$ cat config.mk
export PLATFORM = sky130hd
export DESIGN_NAME = imem_fetch_ctrl
export DESIGN_NICKNAME = d
export VERILOG_FILES = /design/src/rtl/imem_fetch_ctrl.sv
export SDC_FILE = /design/constraint.sdc
export NUM_CORES = 1
export LEC_CHECK = 0
export BUFFER_PORTS_ARGS = -buffer_cell sky130_fd_sc_hd__buf_2
export CORE_ASPECT_RATIO = 1.4
export CORE_UTILIZATION = 50
export DETAILED_ROUTE_END_ITERATION = 12
export PLACE_DENSITY = 0.8
export SLEW_MARGIN = 20
export SYNTH_ARGS = -nofsm -noshare
export SYNTH_HDL_FRONTEND = slang
export SYNTH_SLANG_ARGS = --single-unit
$ cat constraint.sdc
create_clock -name clk -period 3.67 [get_ports clk]
set_input_delay 0.5505 -clock clk [delete_from_list [all_inputs] [get_ports clk]]
set_output_delay 0.5505 -clock clk [all_outputs]
set_load 0.01 [all_outputs]
$ cat src/rtl/imem_fetch_ctrl.sv
// Instruction fetch controller: owns the PC, drives a combinational instruction memory,
// and presents one registered instruction per cycle through a valid/ready slot.
module imem_fetch_ctrl #(
    parameter int unsigned     XLEN      = 32,
    parameter int unsigned     MEM_WORDS = 32,
    parameter logic [XLEN-1:0] RESET_PC  = '0
) (
    input  logic            clk,
    input  logic            rst_n,
    input  logic            fetch_en,
    output logic [XLEN-1:0] imem_addr,
    input  logic [XLEN-1:0] imem_rdata,
    output logic            inst_valid,
    input  logic            inst_ready,
    output logic [XLEN-1:0] inst_out,
    output logic [XLEN-1:0] inst_pc,
    input  logic            redirect_valid,
    input  logic [XLEN-1:0] redirect_pc,
    output logic            fault,
    output logic [XLEN-1:0] fault_pc,
    output logic [31:0]     fetch_count
);

    localparam logic [XLEN-1:0] LAST_ADDR = XLEN'(4 * MEM_WORDS - 4);

    typedef enum logic {
        RUN   = 1'b0,
        FAULT = 1'b1
    } state_e;

    state_e          state_q, state_d;
    logic [XLEN-1:0] pc_q, pc_d;
    logic            valid_q, valid_d;
    logic [XLEN-1:0] inst_q, inst_d;
    logic [XLEN-1:0] ipc_q, ipc_d;
    logic [XLEN-1:0] fault_pc_q, fault_pc_d;
    logic [31:0]     count_q, count_d;
    logic            slot_free;
    logic            handshake;

    function automatic logic in_range(input logic [XLEN-1:0] a);
        return (a[1:0] == 2'b00) && (a <= LAST_ADDR);
    endfunction

    assign slot_free = !valid_q || inst_ready;
    assign handshake = valid_q && inst_ready;

    // State register
    always_ff @(posedge clk or negedge rst_n) begin
        if (!rst_n) begin
            state_q    <= RUN;
            pc_q       <= RESET_PC;
            valid_q    <= 1'b0;
            inst_q     <= '0;
            ipc_q      <= '0;
            fault_pc_q <= '0;
            count_q    <= '0;
        end else begin
            state_q    <= state_d;
            pc_q       <= pc_d;
            valid_q    <= valid_d;
            inst_q     <= inst_d;
            ipc_q      <= ipc_d;
            fault_pc_q <= fault_pc_d;
            count_q    <= count_d;
        end
    end

    // Next-state: redirect beats issue beats drain; FAULT only drains
    always_comb begin
        state_d    = state_q;
        pc_d       = pc_q;
        valid_d    = valid_q;
        inst_d     = inst_q;
        ipc_d      = ipc_q;
        fault_pc_d = fault_pc_q;
        count_d    = count_q;

        if (handshake) begin
            count_d = count_q + 32'd1;
        end

        case (state_q)
            RUN: begin
                if (redirect_valid) begin
                    valid_d = 1'b0;
                    if (in_range(redirect_pc)) begin
                        pc_d = redirect_pc;
                    end else begin
                        state_d    = FAULT;
                        fault_pc_d = redirect_pc;
                    end
                end else if (fetch_en && slot_free) begin
                    if (in_range(pc_q)) begin
                        inst_d  = imem_rdata;
                        ipc_d   = pc_q;
                        valid_d = 1'b1;
                        pc_d    = pc_q + XLEN'(4);
                    end else begin
                        state_d    = FAULT;
                        fault_pc_d = pc_q;
                        valid_d    = valid_q && !inst_ready;
                    end
                end else if (handshake) begin
                    valid_d = 1'b0;
                end
            end
            FAULT: begin
                if (handshake) begin
                    valid_d = 1'b0;
                end
            end
            default: begin
                state_d = RUN;
            end
        endcase
    end

    assign imem_addr   = pc_q;
    assign inst_valid  = valid_q;
    assign inst_out    = inst_q;
    assign inst_pc     = ipc_q;
    assign fault       = (state_q == FAULT);
    assign fault_pc    = fault_pc_q;
    assign fetch_count = count_q;

endmodule

=== Yosys cells after proc, flatten, opt, wreduce, memory -nomap -nowiden ===
Index checks and enable logic that the tools add are counted.

* Bits in registers: 162
* Logic and storage cells: 49

* Add/sub/neg operators: 2
* Magnitude comparators: 2
* Eq/ne operators: 3
* Mux-type cells: 18
* Bitwise logic cells: 2
* Reduce and logical (&&, ||, !) cells: 15

{| class="wikitable"
|+ Operators by type and width
! cell !! number
|-
| $mux 32 || 8
|-
| $le 32x7->1 const B || 2
|-
| $add 32x1->32 const B || 1
|-
| $add 32x3->32 const B || 1
|-
| $reduce_and 4->1 || 3
|-
| $mux 1 || 9
|-
| $logic_and 1x1->1 || 5
|-
| $logic_not 2->1 || 2
|-
| $ne 2x2->1 const B || 2
|-
| $reduce_bool 2->1 || 2
|-
| $logic_not 1->1 || 2
|-
| $ne 2x1->1 const B || 1
|-
| $not 1->1 || 2
|-
| $pmux 1 s2 || 1
|-
| $logic_or 1x1->1 || 1
|}

=== Logic depth before layout (Yosys ltp) ===
* Depth after elaboration: 6
* Mapped depth: 7
* Depth with buffers taken out: 6

=== Least setup slack after synthesis ===
OpenSTA, ideal clock, no wires.

* Path kind: input port to flip-flop
* Start point: input redirect_valid
* End point: register ipc_q[3] (netlist: inst_pc[3])
* Setup time: 128 ps
* Arrival: 1874 ps
* Data required time: 3542 ps
* Path slack: 1669 ps
* Cell stages on the path: 7
* Buffers on the path: 2
* Cell sequence: nor4_1 > nand3_1 > nor2_4 > and4_1 > buf_6 > buf_8 > mux2_1

* Word-level cells in the longest chain between the ends: 2

{| class="wikitable"
|+ RTL lines
! item !! line !! source
|-
| start, declared || 17 || <nowiki>input logic redirect_valid,</nowiki>
|-
| $not 1->1 (no line) || n/a ||
|-
| $reduce_and 4->1 (no line) || n/a ||
|-
| end signal, assigned || 63 || <nowiki>ipc_q <= ipc_d;</nowiki>
|-
| end, declared || 35 || <nowiki>logic [XLEN-1:0] ipc_q, ipc_d;</nowiki>
|}

No other way between the ends.
A chain may end at the register's enable or synchronous reset.

=== Worst setup path after layout ===
* Start point: register pc_q[19] (netlist: imem_addr[19])
* End point: register inst_q[12] (netlist: inst_out[12])

* Word-level cells in the longest chain between the ends: 3

{| class="wikitable"
|+ RTL lines
! item !! line !! source
|-
| start, declared || 32 || <nowiki>logic [XLEN-1:0] pc_q, pc_d;</nowiki>
|-
| start signal, assigned || 60 || <nowiki>pc_q <= pc_d;</nowiki>
|-
| $le 32x7->1 || 42 || <nowiki>return (a[1:0] == 2'b00) && (a <= LAST_ADDR);</nowiki>
|-
| $logic_and 1x1->1 || 42 ||
|-
| $reduce_and 4->1 (no line) || n/a ||
|-
| end signal, assigned || 62 || <nowiki>inst_q <= inst_d;</nowiki>
|-
| end, declared || 34 || <nowiki>logic [XLEN-1:0] inst_q, inst_d;</nowiki>
|}

No other way between the ends.

==> out/metrics.cfg <==
[global_route]
track_usage_pct = 22.8
grt_pass1_wl_microns = 24500
grt_antenna_before_repair = 0
grt_max_degree = 122
grt-ovfl-total = 0
grt_pass1_vias = 4942

[sta]
skew_ns = 0.0107
tightest_slew_ns = 0.948
tns_ns = 0
finalSetupViolCount = 0
hold_viol = 0
max_freq_ghz = 0.356
rsz0062_at_grt = no
slew_violations = 0
post-route-min-period_ns = 2.81
finalCritPeriodShare_pct = 76.5
fin_ws_ns = 0.864
max_slew_margin_pct = 36.8

[layout]
syn_to_final_growth_pct = 28.1
antenna_cells = 0
final_area_sq_um = 8480
fin_cells = 889
nets = 794
post_route_cells_drive_above_1_share_pct = 46.6

[placement]
portBuffers = 230
place_congestion = 0.807
dp_worst_setup_slack_ns = 0.825
hpwl_microns = 10800
dpl-instance-area_sq_um = 7910
dp_cells = 857

[yosys]
netlist_top_cells_area = dfrtp_1, mux2_2, mux2_1, nor2b_1, and2_1
syn_area_sq_um = 6620
syn_nets = 559
synth_top_cell_area_share_pct = 61.3
syn_inst = 488
seq_area_frac_synth_pct = 61.3
synth_edf_count = 0
synth-async-reset-ratio_pct = 100
yosys_most_used_dff = dfrtp_1
synth_top_area_cell = dfrtp_1
syn_avg_cell_area_sq_um = 13.6
ys_seq_elements = 162
yosysUniqueCellTypes = 36
synth_warnings = 0

[power]
ir_drop_uv = 280
power_uw = 3690
power.density_nw_per_um2 = 435
leakagePower_uw = 0.00479

[clocking]
cts-root-buf = clkbuf_16
cts_tree = built
clk_latency_ns = 0.42
cts_made_buffers = 17
htree_num_levels = 4
clock_sinks = 162
max-clock-path-buffers = 2
post_cts_buffers = 0
clk_pin_slew_ns = 0.07
post_cts_resized = 0
cts_hold_buf = 0

[drt]
first_iter_violations = 78
drt_drc_violations_left = 0
wirelength_microns = 14800
postRouteAntennaNets = 0
dr.pass1.iters = 4
vias = 4719
viasPerCell = 5.31
wl_per_cell_microns = 16.6

[critical_path]
path_buf_inv = 1
start_kind = flip-flop
worstPathCellList = nor4_1, nand4_1, nor2_4, and4_2, buf_4, mux2_2
cp_slowest_cell = nor4_1
crit_family = simple AND/OR/NAND/NOR gates
required_ns = 3.97
cp_slowest_stage_delay_ns = 0.55
crit_fanout = 52
end_kind = flip-flop
path_class = reg -> reg
cp.arrival_ns = 3.11

[floorplanning]
rows = 49
die_area_sq_um = 13700
die_w_microns = 99.2
die_h_microns = 138
core_sq_um = 12900
start_util_pct = 51.4
ioPinCount = 231

[min_path]
hp-class = in -> async

[outcome]
status = completed

[run]
cap_violations = 0

[metal layers]
metal	global-route usage (%)	vias to the layer above	share of wire (%)
met5	0	-	0
met4	7.74	0	1.4
met3	6.32	19	6.3
met2	39.9	179	53
met1	26.6	2340	39
li1	-	2181	-
[cell type report]
| type | instances | area, sq um |
|---|---|---|
| multi-input cells | 297 | 2420 |
| clock inverters | 13 | 126 |
| inverters | 10 | 37.5 |
| flip-flops and latches | 162 | 4050 |
| well taps | 153 | 191 |
| fillers | 974 | 4400 |
| clock buffers | 19 | 443 |
| repair buffers | 235 | 1210 |
[registers in the layout (all words and copies together), names as in the netlist]
register,flops
inst_out,32
fault,1
inst_pc,32
fetch_count,32
fault_pc,32
inst_valid,1
imem_addr,32
[worst reg2reg max path, cell delays in order (launching register included)]
cell and delay (ns):
dfrtp_1 0.42, nor4_1 0.56, nand4_1 0.25, nor2_4 0.26, and4_2 0.24, buf_4 0.49, mux2_2 0.46
[cells in the final DEF, fill, tap and decap left out, types with 5 or more instances in the layout]
| cell type | n |
|---|---|
| nor4_1 | 15 |
| xor2_1 | 14 |
| inv_6 | 5 |
| xnor2_1 | 17 |
| nand2_1 | 17 |
| mux2_1 | 30 |
| clkbuf_16 | 17 |
| inv_1 | 10 |
| buf_2 | 229 |
| o21ai_0 | 6 |
| nand3_1 | 15 |
| and2_1 | 24 |
| nor2_1 | 14 |
| nand4_1 | 8 |
| nor2b_1 | 30 |
| mux2_2 | 69 |
| dfrtp_1 | 162 |
[power by group]
group          internal [uW]  switching (uW)
combinational           77.5            92.4
sequential              1810            10.1
clock                    965             735
[logic make-up after synthesis]
group                    count (synthesis)  synth area share (%)
AO/OA/AOI/OAI                           20                  1.99
XOR/XNOR                                31                  4.10
adder cells (fa/ha/maj)                  2                 0.378
buffers and inverters                   29                  2.42
flip-flops                             162                  61.3
multiplexers                           101                  17.2
AND/OR/NAND/NOR                        143                  12.7
[synth_stat cells, types with 4 or more instances]
| cell type | count |
|---|---|
| and3_1 | 4 |
| inv_1 | 10 |
| nor2b_1 | 30 |
| nand4_1 | 8 |
| buf_2 | 8 |
| and4_1 | 4 |
| xor2_1 | 14 |
| xnor2_1 | 17 |
| nor2_1 | 14 |
| clkbuf_1 | 5 |
| dfrtp_1 | 162 |
| nand3_1 | 15 |
| and2_1 | 24 |
| nand2_1 | 17 |
| o21ai_0 | 7 |
| mux2_1 | 30 |
| nor4_1 | 15 |
| mux2_2 | 69 |
[worst paths after layout]
check	end	start	depth (start not counted)	slack, ns
worst max-delay path	inst_out[12]$_DFFE_PN0P_	imem_addr[19]$_DFFE_PN0P_	6	0.86
worst min-delay path	fetch_count[31]$_DFFE_PN0P_	rst_n	1	0.03
worst max register to register	inst_out[12]$_DFFE_PN0P_	imem_addr[19]$_DFFE_PN0P_	6	0.86
worst min register to register	fetch_count[31]$_DFFE_PN0P_	fetch_count[31]$_DFFE_PN0P_	1	0.47
max in group asynchronous	imem_addr[3]$_DFFE_PN0P_	rst_n	2	2.68
min in group clk	inst_out[27]$_DFFE_PN0P_	imem_rdata[27]	2	0.36
[metrics by stage]
step / hold slack (ns) / util (%)
global route: 0.0479 / 65.8
floorplan: 0.255 / -
finish: 0.0328 / 65.8
CTS: 0.0355 / 65.8
detailed placement: 0.461 / 61.4
global placement: 0.453 / 61.4
Power figures use the tool's default switching activity.
